`src/rtl/aircon_zone_ctrl.sv`:
```
// Multi-zone thermostat: one independent IDLE/HEAT/COOL hysteresis machine per zone,
// each with a minimum dwell time, driving heater/cooler enables, an RGB light and a change pulse.
module aircon_zone_ctrl #(
    parameter int N_ZONES   = 2,
    parameter int TEMP_W    = 6,
    parameter int HEAT_ON   = 18,
    parameter int HEAT_OFF  = 20,
    parameter int COOL_OFF  = 20,
    parameter int COOL_ON   = 22,
    parameter int MIN_DWELL = 4
) (
    input  logic                      clk,
    input  logic                      rst,
    input  logic [N_ZONES-1:0]        zone_en,
    input  logic [N_ZONES*TEMP_W-1:0] temperature,
    output logic [N_ZONES-1:0]        heating,
    output logic [N_ZONES-1:0]        cooling,
    output logic [N_ZONES-1:0]        state_chg,
    output logic [N_ZONES*24-1:0]     aircon_light
);

    // A zero dwell still needs a one-bit counter; it simply stays at zero.
    localparam int DW = (MIN_DWELL > 0) ? $clog2(MIN_DWELL + 1) : 1;

    localparam logic [DW-1:0]     DWELL_MAX  = DW'(MIN_DWELL);
    localparam logic [TEMP_W-1:0] T_HEAT_ON  = TEMP_W'(HEAT_ON);
    localparam logic [TEMP_W-1:0] T_HEAT_OFF = TEMP_W'(HEAT_OFF);
    localparam logic [TEMP_W-1:0] T_COOL_OFF = TEMP_W'(COOL_OFF);
    localparam logic [TEMP_W-1:0] T_COOL_ON  = TEMP_W'(COOL_ON);

    localparam logic [1:0] ST_IDLE    = 2'b00;
    localparam logic [1:0] ST_HEAT    = 2'b01;
    localparam logic [1:0] ST_COOL    = 2'b10;
    localparam logic [1:0] ST_ILLEGAL = 2'b11;

    localparam logic [23:0] LIGHT_IDLE = 24'h00FF00;
    localparam logic [23:0] LIGHT_HEAT = 24'hFF0000;
    localparam logic [23:0] LIGHT_COOL = 24'h0000FF;
    localparam logic [23:0] LIGHT_OFF  = 24'h000000;

    // The ordering guarantees the two IDLE exits are mutually exclusive.
    if (!(HEAT_ON < HEAT_OFF && HEAT_OFF <= COOL_OFF && COOL_OFF < COOL_ON)) begin : g_bad_thresholds
        $error("aircon_zone_ctrl: thresholds must satisfy HEAT_ON < HEAT_OFF <= COOL_OFF < COOL_ON");
    end

    for (genvar i = 0; i < N_ZONES; i++) begin : g_zone
        logic [TEMP_W-1:0] temp_in;
        logic [TEMP_W-1:0] temp_d, temp_q;
        logic [1:0]        state_d, state_q;
        logic [DW-1:0]     dwell_d, dwell_q;
        logic              chg_d, chg_q;
        logic [1:0]        want_state;

        assign temp_in = temperature[i*TEMP_W +: TEMP_W];

        // Hysteresis decision on the registered temperature, ignoring dwell.
        always_comb begin
            want_state = state_q;
            case (state_q)
                ST_IDLE: begin
                    if (temp_q <= T_HEAT_ON) begin
                        want_state = ST_HEAT;
                    end else if (temp_q >= T_COOL_ON) begin
                        want_state = ST_COOL;
                    end
                end
                ST_HEAT: if (temp_q >= T_HEAT_OFF) want_state = ST_IDLE;
                ST_COOL: if (temp_q <= T_COOL_OFF) want_state = ST_IDLE;
                default: want_state = ST_IDLE;
            endcase
        end

        always_comb begin
            temp_d  = temp_in;
            state_d = state_q;
            dwell_d = dwell_q;
            chg_d   = 1'b0;
            if (!zone_en[i]) begin
                // Disable bypasses dwell and leaves the counter saturated for an immediate reaction on re-enable.
                state_d = ST_IDLE;
                dwell_d = DWELL_MAX;
                chg_d   = (state_q != ST_IDLE);
            end else if (want_state != state_q &&
                         (dwell_q == DWELL_MAX || state_q == ST_ILLEGAL)) begin
                state_d = want_state;
                dwell_d = '0;
                chg_d   = 1'b1;
            end else if (dwell_q != DWELL_MAX) begin
                dwell_d = dwell_q + 1'b1;
            end
        end

        // NOTE: sequential state uses non-blocking assignments so every flop samples pre-edge values.
        always_ff @(posedge clk) begin
            if (rst) begin
                temp_q  <= T_HEAT_OFF;
                state_q <= ST_IDLE;
                dwell_q <= DWELL_MAX;
                chg_q   <= 1'b0;
            end else begin
                temp_q  <= temp_d;
                state_q <= state_d;
                dwell_q <= dwell_d;
                chg_q   <= chg_d;
            end
        end

        assign heating[i]   = (state_q == ST_HEAT) & zone_en[i];
        assign cooling[i]   = (state_q == ST_COOL) & zone_en[i];
        assign state_chg[i] = chg_q;

        always_comb begin
            aircon_light[i*24 +: 24] = LIGHT_OFF;
            if (zone_en[i]) begin
                case (state_q)
                    ST_IDLE: aircon_light[i*24 +: 24] = LIGHT_IDLE;
                    ST_HEAT: aircon_light[i*24 +: 24] = LIGHT_HEAT;
                    ST_COOL: aircon_light[i*24 +: 24] = LIGHT_COOL;
                    default: aircon_light[i*24 +: 24] = LIGHT_OFF;
                endcase
            end
        end
    end

endmodule
```
`config.mk`:
```
export PLATFORM = sky130hd
export DESIGN_NAME = aircon_zone_ctrl
export DESIGN_NICKNAME = d
export VERILOG_FILES = /design/src/rtl/aircon_zone_ctrl.sv
export SDC_FILE = /design/constraint.sdc
export NUM_CORES = 1
export LEC_CHECK = 0
export BUFFER_PORTS_ARGS = -buffer_cell sky130_fd_sc_hd__buf_2
export CAP_MARGIN = 20
export CORE_ASPECT_RATIO = 1.25
export CORE_MARGIN = 3
export CORE_UTILIZATION = 47
export CTS_CLUSTER_DIAMETER = 120
export DETAILED_ROUTE_END_ITERATION = 10
export PLACE_DENSITY_LB_ADDON = 0.2
export SLEW_MARGIN = 20
export SYNTH_ARGS = -nofsm -noshare
export SYNTH_HDL_FRONTEND = slang
export SYNTH_SLANG_ARGS = --single-unit
```
`constraint.sdc`:
```
create_clock -name clk -period 2.4 [get_ports clk]
set_input_delay 0.6 -clock clk [delete_from_list [all_inputs] [get_ports clk]]
set_output_delay 0.6 -clock clk [all_outputs]
set_load 0.01 [all_outputs]
```
### After elaboration in Yosys (flattened, before gate mapping)

Cells that the tools add are included.

* register bits: 24
* bits of input ports: 16
* output and inout bits: 54
* word-level logic and storage cells: 74

* $add $sub $neg: 2
* magnitude comparators: 8
* equal/unequal tests: 12
* mux-type cells: 22
* bitwise operators: 6
* reduce and logical (&&, ||, !) cells: 14

Operators by type and width (count)
* $pmux W24 S3: 2
* $mux W24: 2
* $ge A6 B5 Y1 const B: 4
* $le A6 B5 Y1 const B: 4
* $mux W2: 8
* $mux W3: 4
* $pmux W2 S3: 2
* $eq A2 B2 Y1 const B: 4
* $reduce_bool A2 Y1: 4
* $add A3 B1 Y3 const B: 2
* $eq A3 B3 Y1 const B: 2
* $ne A3 B3 Y1 const B: 2
* $reduce_or A3 Y1: 2
* $and A1 B1 Y1: 4
* $eq A2 B1 Y1 const B: 2
* $logic_not A2 Y1: 2
* $mux W1: 4
* $ne A2 B2 Y1: 2
* $reduce_or A2 Y1: 2
* $logic_and A1 B1 Y1: 2
* $logic_or A1 B1 Y1: 2
* $not A1 Y1: 2

### Logic depth before layout (Yosys ltp)

Gate-level depths: netlist of run 1.

* depth in word-level cells: 8
* mapped depth: 7
* mapped depth without buffers: 6

### Worst setup path after synthesis of run 1

Ideal clock, no wire load.

* path kind: flip-flop to output port
* start: register g_zone[1].state_q[0]
* end: output aircon_light[41]
* arrival: 1.526 ns
* required time: 1.800 ns
* slack: 0.274 ns
* stages on the path, launching flop included: 5
* path buffers: 2
* path through: dfxtp_1 > clkbuf_1 > inv_1 > nor3_1 > buf_4

* cells in the longest elaborated chain, start to end: 3
* elaborated cells on any way between the ends: 5

Ends and longest elaborated chain
* start: declaration: line 49 `logic [1:0] state_d, state_q;`
* start signal: assignment: line 102 `state_q <= state_d;`
* $eq A2 B2 Y1 (tied with other cells): line 115 `case (state_q)`
* $pmux W24 S3 *: line 115
* $mux W24 *: line 114 `if (zone_en[i]) begin`
* end: declaration: line 19 `output logic [N_ZONES*24-1:0] aircon_light`

Mark *: on every way between the ends. The rest lies on a longest branch, timed or not.

### Final worst setup path of run 1

* start: register g_zone[1].state_q[0]
* end: output aircon_light[45]

Same word-level chain as after synthesis.

==> results.ini, run 1 <==
[run_status]
status = completed

[detailed_routing]
drtIter0Drc = 26
first_pass_iters = 4
via_per_inst = 5.26
drtAntennaViolNets = 0
drcViolationCount = 0
drt-met1-wl_um = 1140
dr_wl_met3_um = 182
top_layer_used = met4
vias = 1320
routed_wl_um = 3090
met2WireLength_um = 1720
wl_per_cell_um = 12.3

[cts]
numCtsBuffers = 3
cts-resized-gates = 0
cts_tree = done
worstSkewPairLatency_ns = 0.26
cts_buffer_depth = 2
root_buffer = clkbuf_8
cts-htree-levels = 1
clock-sinks = 24
post_cts_buffers = 0
hold_buffers = 0
clk_pin_slew_worst_paths_ns = 0.08

[yosys]
synthArstFlopShare_pct = 0
synth_edf_count = 0
synth_warnings = 0
synth_seq_area_share_pct = 30.2
synth.area.top_cells = dfxtp_1, buf_4, ha_1, nor2b_1, a21oi_1
synth_top_cells_by_count = buf_4, dfxtp_1, nor2_1
synth_seq_cells = 24
netlist_area_mm2 = 0.00159
synth_cell_types = 43
syn_area_per_cell_um2 = 8.16
ys.flop_type = dfxtp_1
netlist_instances = 195
synth_nets = 215
yosysMostFrequentCell = buf_4
synth_top_area_share_pct = 30.2
synth_top_area_cell = dfxtp_1

[pwr]
max-vdd-ir-drop_mv = 0.294
power_density_mw_per_mm2 = 601
p_leak_nw = 0.866

[timing]
tns_ns = 0
slew_headroom_pct = 64.5
max_freq_ghz = 0.462
holdWs_ns = 0.481
fin_crit_sh_pct = 90.2
rsz0062_at_grt = false
drv_slew = 0
min_period_ns = 2.16
hold_viol = 0
tightestPinTransition_ns = 0.528
fin_skew_ns = 0.00204
setup_viol = 0

[hold_path]
whs_endpoint = g_zone[1].dwell_q[1]$_SDFFE_PP0P_
hold_class = flip-flop to flip-flop
min_path_cells = 2
min_from = g_zone[1].dwell_q[1]$_SDFFE_PP0P_

[critical_path]
arrival_ns = 1.56
r2r_cells = 5
setup.worst_path.class = flip-flop to output port
worst_ep_required_time_ns = 1.80
crit_fanout = 8
crit_path_end_kind = output port
r2r-end = g_zone[1].dwell_q[1]$_SDFFE_PP0P_
r2r-start = g_zone[1].state_q[1]$_SDFFE_PP0P_
r2r_slack_ns = 0.81
start_kind = flip-flop

[floorplanning]
fp.coreArea_mm2 = 0.00322
dieHeight_um = 71.1
ios = 70
fp.dieW_um = 58.0
rows = 23
start_util_pct = 49.4
die-area_mm2 = 0.00412

[placement]
dp_hpwl_um = 2510
gp_congestion = 0.808
portBuffers = 69

[final_layout]
n_antenna_cell = 0
finalNetCount = 235
area_delta_synth_final_pct = 5.74
fin_util_pct = 52.2
drive_above_1_share_pct = 38.8
fillers = 320

[global_routing]
grt_max_degree = 20
grt_pass1_wl_um = 4930
antenna_found_initial = 0
gr-total-overflow = 0
track_usage_pct = 14.7
grt_pass1_vias = 1220

[run]
max_cap_viol_count = 0

## kinds of logic after synthesis
family | count (synthesis) | synth area share (%)
buffers and inverters | 63 | 25.7
and+or+nand+nor | 60 | 20.4
AOI/OAI and AO/OA | 42 | 19.5
DFF | 24 | 30.2
adders and majority gates | 4 | 3.14
xor gates and xnor gates | 2 | 1.10
## worst max path at each step
stage,startpoint,end
finish,g_zone[1].state_q[0]$_SDFFE_PP0P_,aircon_light[45]
detailed placement,zone_en[1],aircon_light[38]
global route,g_zone[1].state_q[0]$_SDFFE_PP0P_,aircon_light[45]
CTS,g_zone[1].state_q[0]$_SDFFE_PP0P_,aircon_light[45]
global placement,zone_en[1],aircon_light[33]
floorplan,g_zone[1].state_q[0]$_SDFFE_PP0P_,aircon_light[41]
## flip-flops by register name, summed over array words and instances (netlist names)
| name | cells |
|---|---|
| g_zone.chg_q | 2 |
| g_zone.dwell_q | 6 |
| g_zone.state_q | 4 |
| g_zone.temp_q | 12 |
## layout by cell type (no fill, tap or decap), types with 2 or more instances in the layout
cell	Yosys	routed
dfxtp_1	24	24
o21ai_0	7	7
nor3_1	5	5
a311o_1	2	2
nor2_1	11	11
o221ai_1	2	2
and3_1	3	3
or2_2	7	7
xnor2_1	2	2
nor2b_1	8	8
clkbuf_8	0	3
and2_1	2	2
nand2b_1	3	3
nand4_1	3	3
a21o_1	2	2
a21oi_1	9	9
o211ai_1	3	3
o21a_1	2	2
inv_1	8	8
nand2_1	9	9
nand3_1	2	2
ha_1	4	4
a211o_1	2	2
buf_2	0	69
nand3b_1	2	2
## through the flow
step	total power (W)	area, um2	std cells	setup WS, ns
floorplan	0.000657	1590	195	0.274
global placement	0.000676	1610	247	0.367
detailed placement	0.000682	1610	247	0.312
CTS	0.00103	1680	251	0.193
global route	0.00107	1680	251	0.0596
finish	0.00101	1680	251	0.236
## area by class of cell
type / instances / area [um2] / share of cell area, %
clock buffer: 3 / 41.3 / 2.45
clock inverter: 1 / 30.0 / 1.78
inverter: 8 / 30.0 / 1.78
multi-input combinational: 108 / 702 / 41.7
sequential: 24 / 480 / 28.6
tap: 37 / 46.3 / 2.75
timing repair buffer: 70 / 353 / 21.0
## worst max-delay path, cell delays in order, from the launching register on
cell and delay (ns):
dfxtp_1 0.46, inv_1 0.14, nor3_1 0.47, buf_2 0.23
## where the power goes
part | total (W) | internal, W | switching (W)
combinational | 0.000223 | 0.000102 | 0.000122
clock | 0.000341 | 0.000222 | 0.000118
sequential | 0.000447 | 0.000421 | 0.0000265
total | 0.00101 | 0.000745 | 0.000266
## metal layers
metal  vias to the layer above  track usage (%)
li1                        662                -
met5                         -                0
met3                         4             2.37
met4                         0             6.70
met1                       612             13.7
met2                        42             29.8
Note: power is estimated with default switching activity, not from simulation.
==> inputs of run 2 (changes only) <==
==> constraint.sdc (replaced) <==
create_clock -name clk -period 2.31 [get_ports clk]
set_input_delay 0.5775 -clock clk [delete_from_list [all_inputs] [get_ports clk]]
set_output_delay 0.5775 -clock clk [all_outputs]
set_load 0.01 [all_outputs]
==> results.ini, run 2 (synthesized netlist as in run 1, its figures left out) <==
[final_layout]
final_cell_mix = buf_2, dfxtp_1, nor2_1, nand2_1, a21oi_1  ; unchanged
fillers = 321  ; was 320
multiInputGateArea_um2 = 707  ; was 702 um2
stdcell_area_mm2 = 0.00168  ; about the same
layout.area.seq_um2 = 480  ; unchanged
n_antenna_cell = 0  ; unchanged
largest_reg_flops = 12  ; unchanged
area_delta_synth_final_pct = 5.58  ; was 5.74%
largest_register = g_zone.temp_q  ; unchanged
finalNetCount = 234  ; was 235
layout_commonest_cell = buf_2  ; unchanged
fin_cells = 250  ; was 251
drive_above_1_share_pct = 39.0  ; was 38.8%
biggestRegsByFlops = g_zone.temp_q x12, g_zone.dwell_q x6, g_zone.state_q x4  ; unchanged

[critical_path]
critPathTopFamily = flip-flops  ; was simple AND/OR/NAND/NOR gates
arrival_ns = 1.48  ; was 1.56 ns
cpMaxStageDelayCell = dfxtp_1  ; was nor3_1
worst_ep_required_time_ns = 1.73  ; was 1.80 ns
r2r_slack_ns = 0.69  ; was 0.81 ns
crit_path_end_kind = output port  ; unchanged
crit_buf_inv = 2  ; unchanged
setup.worst_path.class = flip-flop to output port  ; unchanged
critical-path-max-stage-delay_ns = 0.53  ; was 0.47 ns
start_kind = flip-flop  ; unchanged
crit_fanout = 11  ; was 8
crit_chain = inv_1 -> nor2_1 -> buf_2  ; was inv_1 -> nor3_1 -> buf_2

[floorplanning]
rows = 23  ; unchanged
fp.coreArea_mm2 = 0.00322  ; unchanged
die-area_mm2 = 0.00412  ; unchanged
fp.dieW_um = 58.0  ; unchanged
start_util_pct = 49.4  ; unchanged
ios = 70  ; unchanged
dieHeight_um = 71.1  ; unchanged

[timing]
rsz0062_at_grt = false  ; unchanged
slew_headroom_pct = 60.3  ; was 64.5%
tightestPinTransition_ns = 0.593  ; was 0.528 ns
drv_slew = 0  ; unchanged
setup_viol = 0  ; unchanged
fin_skew_ns = 0.00249  ; was 0.00204 ns
tns_ns = 0  ; unchanged
max_freq_ghz = 0.486
min_period_ns = 2.06
hold_viol = 0  ; unchanged
fin_crit_sh_pct = 89.1

[placement]
portBuffers = 69  ; unchanged
placed_area_mm2 = 0.00160  ; was 0.00161 mm2
dp_hpwl_um = 2440  ; was 2510 um
gp_congestion = 0.829  ; was 0.808
placedCellCount = 246  ; was 247

[cts]
cts_buffer_depth = 2  ; unchanged
clock-sinks = 24  ; unchanged
cts_tree = done  ; unchanged
root_buffer = clkbuf_8  ; unchanged
clk_pin_slew_worst_paths_ns = 0.08  ; about the same
cts-htree-levels = 1  ; unchanged
post_cts_buffers = 0  ; unchanged
numCtsBuffers = 3  ; unchanged
worstSkewPairLatency_ns = 0.26  ; about the same
hold_buffers = 0  ; unchanged
cts-resized-gates = 0  ; unchanged

[detailed_routing]
routed_wl_um = 3090  ; about the same
first_pass_iters = 4  ; unchanged
drcViolationCount = 0  ; unchanged
via_per_inst = 5.30  ; was 5.26
wl_per_cell_um = 12.4  ; was 12.3 um
vias = 1326  ; was 1,320
drtAntennaViolNets = 0  ; unchanged
drtIter0Drc = 26  ; unchanged

[pwr]
max-vdd-ir-drop_mv = 0.478  ; was 0.294 mV
power_density_mw_per_mm2 = 632  ; was 601 mW/mm2
p_leak_nw = 0.861  ; was 0.866 nW
power_w = 0.00106  ; was 0.00101 W

[global_routing]
grt_pass1_vias = 1168  ; was 1,220
grt_max_degree = 20  ; unchanged
track_usage_pct = 14.4  ; was 14.7%
grt_pass1_wl_um = 4770  ; was 4930 um
antenna_found_initial = 0  ; unchanged
gr-total-overflow = 0  ; unchanged

[run]
max_cap_viol_count = 0  ; unchanged

[hold_path]
hold_class = flip-flop to flip-flop  ; unchanged

[run_status]
status = completed  ; unchanged

[run 2: cell type report]
type | count | area share (%)
Multi-Input combinational cell | 108 | 42.1
Sequential cell | 24 | 28.6
Timing Repair Buffer | 69 | 20.6
Tap cell | 37 | 2.76
Clock buffer | 3 | 2.46
Clock inverter | 1 | 1.79
Inverter | 8 | 1.79
[run 2: layer usage]
metal,track usage [%],part of all wire [%]
met1,14.8,38
met2,26.4,52
met3,2.92,7.2
met4,8.25,2.6
met5,0,0
[run 2: tightest hold or removal path, stage by stage (launching register included)]
cell and delay [ns]:
dfxtp_1 0.33, nand2_1 0.06, a21oi_1 0.05
[run 2: worst paths after layout]
kind,startpoint,end,cells past startpoint
setup / recovery,g_zone[0].state_q[1]$_SDFFE_PP0P_,aircon_light[7],3
hold / removal,g_zone[1].dwell_q[1]$_SDFFE_PP0P_,g_zone[1].dwell_q[1]$_SDFFE_PP0P_,2
setup reg to reg,g_zone[1].state_q[1]$_SDFFE_PP0P_,g_zone[1].chg_q$_SDFF_PP0_,4
hold reg to reg,g_zone[1].dwell_q[1]$_SDFFE_PP0P_,g_zone[1].dwell_q[1]$_SDFFE_PP0P_,2
[run 2: stage by stage]
stage	util, %	hold WS (ns)	worst slack [ns]
2_1_floorplan	-	0.447	0.206
3_3_place_gp	49.8	0.460	0.327
3_5_place_dp	49.8	0.469	0.249
4_1_cts	52.0	0.482	0.108
5_1_grt	52.1	0.481	0.0935
6_report	52.1	0.477	0.251
[run 2: power breakdown]
| group | internal [W] | switching (W) |
|---|---|---|
| clock network | 0.000232 | 0.000134 |
| registers | 0.000437 | 0.0000310 |
| logic | 0.000104 | 0.000124 |
| total | 0.000773 | 0.000289 |
==> inputs of run 3 (changes only) <==
--- a/config.mk
+++ b/config.mk
@@ -5,6 +5,7 @@
 export SDC_FILE = /design/constraint.sdc
 export NUM_CORES = 1
 export LEC_CHECK = 0
+export ABC_AREA = 1
 export BUFFER_PORTS_ARGS = -buffer_cell sky130_fd_sc_hd__buf_2
 export CAP_MARGIN = 20
 export CORE_ASPECT_RATIO = 1.25
==> results.ini, run 3 <==
[run_status]
status = completed  ; unchanged

[critical_path]
cpMaxStageDelayCell = dfxtp_1  ; unchanged
critical-path-max-stage-delay_ns = 0.40  ; was 0.53 ns
worst_ep_required_time_ns = 1.73  ; about the same
crit_fanout = 8  ; was 11
crit_chain = nor2_1 -> inv_1 -> nor2_1 -> buf_2  ; was inv_1 -> nor2_1 -> buf_2
path_common_cell = nor2_1
arrival_ns = 1.54  ; was 1.48 ns
setup.worst_path.class = flip-flop to output port  ; unchanged
crit_path_end_kind = output port  ; unchanged
start_kind = flip-flop  ; unchanged

[hold_path]
hold_class = input pin to flip-flop  ; was flip-flop to flip-flop

[detailed_routing]
drcViolationCount = 0  ; unchanged
drtAntennaViolNets = 0  ; unchanged
first_pass_iters = 4  ; unchanged
wl_per_cell_um = 8.85  ; was 12.4 um
drtIter0Drc = 27  ; was 26
via_per_inst = 4.53  ; was 5.30
vias = 1333  ; was 1,326
routed_wl_um = 2600  ; was 3090 um

[global_routing]
grt_max_degree = 16  ; was 20
grt_pass1_wl_um = 4020  ; was 4770 um
grt_pass1_vias = 1045  ; was 1,168
antenna_found_initial = 0  ; unchanged
gr-total-overflow = 0  ; unchanged
track_usage_pct = 11.9  ; was 14.4%

[pwr]
max-vdd-ir-drop_mv = 0.472  ; was 0.478 mV
power_density_mw_per_mm2 = 684  ; was 632 mW/mm2
p_leak_nw = 0.987  ; was 0.861 nW
power_w = 0.00116  ; was 0.00106 W

[yosys]
synth_seq_cells = 24  ; unchanged
netlist_area_mm2 = 0.00157  ; was 0.00159 mm2
synth_nets = 248  ; was 215
synth_top_family_by_area = simple AND/OR/NAND/NOR gates  ; was buffers and inverters
synthMuxAreaShare_pct = 0  ; unchanged
synth_warnings = 0  ; unchanged
synth_seq_area_share_pct = 30.6  ; was 30.2%
syn_area_per_cell_um2 = 6.89  ; was 8.16 um2
synth_cell_types = 20  ; was 43
synth_top_area_cell = dfxtp_1  ; unchanged
yosysMostFrequentCell = buf_4  ; unchanged
synth_fa_ha_area_share_pct = 3.18  ; was 3.14%
synth_edf_count = 0  ; unchanged
synth-compound-area-share_pct = 5.41  ; was 19.5%
netlist_instances = 228  ; was 195
synth_top_area_share_pct = 30.6  ; was 30.2%
synthArstFlopShare_pct = 0  ; unchanged
yosys.area_share.simple_pct = 30.8  ; was 20.4%
synth.area.top_cells = dfxtp_1, buf_4, nor2_1, nand2_1, inv_1  ; was dfxtp_1, buf_4, ha_1, nor2b_1, a21oi_1
yosys.area_share.xor_xnor_pct = 1.11  ; was 1.10%
ys.flop_type = dfxtp_1  ; unchanged
synth_top_cells_by_count = buf_4, nor2_1, nand2_1  ; was buf_4, dfxtp_1, nor2_1

[cts]
cts_buffer_depth = 2  ; unchanged
worstSkewPairLatency_ns = 0.30  ; was 0.26 ns
clock-sinks = 24  ; unchanged
numCtsBuffers = 3  ; unchanged
root_buffer = clkbuf_4  ; was clkbuf_8
post_cts_buffers = 0  ; unchanged
hold_buffers = 0  ; unchanged
cts_tree = done  ; unchanged
cts-resized-gates = 0  ; unchanged
clk_pin_slew_worst_paths_ns = 0.13  ; was 0.08 ns
cts-htree-levels = 1  ; unchanged

[placement]
dp_hpwl_um = 2140  ; was 2440 um
portBuffers = 69  ; unchanged
place_worst_setup_slack_ns = 0.456  ; was 0.249 ns
placed_area_mm2 = 0.00164  ; was 0.00160 mm2
gp_congestion = 0.818  ; was 0.829

[final_layout]
area_delta_synth_final_pct = 7.88  ; was 5.58%
finalNetCount = 279  ; was 234
n_antenna_cell = 0  ; unchanged
largest_register = g_zone.temp_q  ; unchanged
final_cell_mix = buf_2, nor2_1, nand2_1, inv_1, dfxtp_1  ; was buf_2, dfxtp_1, nor2_1, nand2_1, a21oi_1
biggestRegsByFlops = g_zone.temp_q x12, g_zone.dwell_q x6, g_zone.state_q x4  ; unchanged
stdcell_area_mm2 = 0.00170  ; was 0.00168 mm2
largest_reg_flops = 12  ; unchanged
layout_commonest_cell = buf_2  ; unchanged
drive_above_1_share_pct = 36.4  ; was 39.0%

[timing]
fin_ws_ns = 0.189  ; was 0.251 ns
drv_slew = 0  ; unchanged
rsz0062_at_grt = false  ; unchanged
fin_crit_sh_pct = 91.8  ; was 89.1%
setup_viol = 0  ; unchanged
slew_headroom_pct = 75.3  ; was 60.3%
hold_viol = 0  ; unchanged
tns_ns = 0  ; unchanged
max_freq_ghz = 0.472  ; was 0.486 GHz
min_period_ns = 2.12  ; was 2.06 ns
fin_skew_ns = 0.00344  ; was 0.00249 ns
tightestPinTransition_ns = 0.368  ; was 0.593 ns

[floorplanning]
ios = 70  ; unchanged
die-area_mm2 = 0.00408  ; was 0.00412 mm2
rows = 22  ; was 23
start_util_pct = 51.4  ; was 49.4%
fp.dieW_um = 57.7  ; was 58.0 um
fp.coreArea_mm2 = 0.00306  ; was 0.00322 mm2
dieHeight_um = 70.7  ; was 71.1 um

[run]
max_cap_viol_count = 0  ; unchanged

## run 3: cell types whose count changed after synthesis, moves of 8 or more
cell      change
nand2_1      +23
nor2b_1       -8
nor2_1       +25
nand3_1      +14
clkbuf_1      -8
inv_1        +20
## run 3: metal layers
| layer | share of wire (%) | vias up | GRT usage [%] |
|---|---|---|---|
| li1 | - | 716 | - |
| met5 | 0 | - | 0 |
| met1 | 43 | 562 | 13.5 |
| met3 | 10 | 2 | 2.37 |
| met2 | 46 | 53 | 22.0 |
| met4 | 0.81 | 0 | 3.09 |
## run 3: where the power goes
group / total, W / internal (W) / switching [W]
registers: 0.000472 / 0.000445 / 0.0000273
clock network: 0.000294 / 0.000175 / 0.000119
logic: 0.000393 / 0.000155 / 0.000238
## run 3: worst max-delay path: cells and delay by family (launching register included)
family | cells | cell delay [ns]
simple gates | 2 | 0.52
buf+inv | 2 | 0.32
flops | 1 | 0.40
## run 3: final cells by class
type	count	area (um2)
timing repair buffer	73	375
clock inverter	1	30.0
sequential	24	480
inverter	28	105
fill	331	1360
multi-input combinational	129	637
tap	36	45.0
clock buffer	3	22.5
## run 3: logic make-up (layout without fill, tap and decap cells)
| group | count (synthesis) | count (layout) |
|---|---|---|
| buffers and inverters | 75 | 105 |
| AND/OR/NAND/NOR | 107 | 107 |
| XOR/XNOR | 2 | 2 |
| flip-flops | 24 | 24 |
| AO/OA/AOI/OAI | 16 | 16 |
| adder cells (fa/ha/maj) | 4 | 4 |
## run 3: per-stage QoR
step	instances	utilization [%]	hold slack [ns]
final	294	55.5	0.443
after CTS	294	55.5	0.433
after floorplan	228	-	0.506
after detailed placement	290	53.8	0.537
after global placement	290	53.8	0.525
after global routing	294	55.5	0.425
## run 3: path summary, 6_finish.rpt
path,start,end,slack [ns],cells after the start
hold / removal,temperature[2],g_zone[0].temp_q[2]$_SDFF_PP1_,0.44,2
setup / recovery,g_zone[1].state_q[1]$_SDFFE_PP0P_,aircon_light[33],0.19,4
setup reg to reg,g_zone[1].state_q[1]$_SDFFE_PP0P_,g_zone[1].dwell_q[2]$_SDFFE_PP1P_,0.91,8
hold reg to reg,g_zone[0].dwell_q[2]$_SDFFE_PP1P_,g_zone[0].dwell_q[2]$_SDFFE_PP1P_,0.57,3
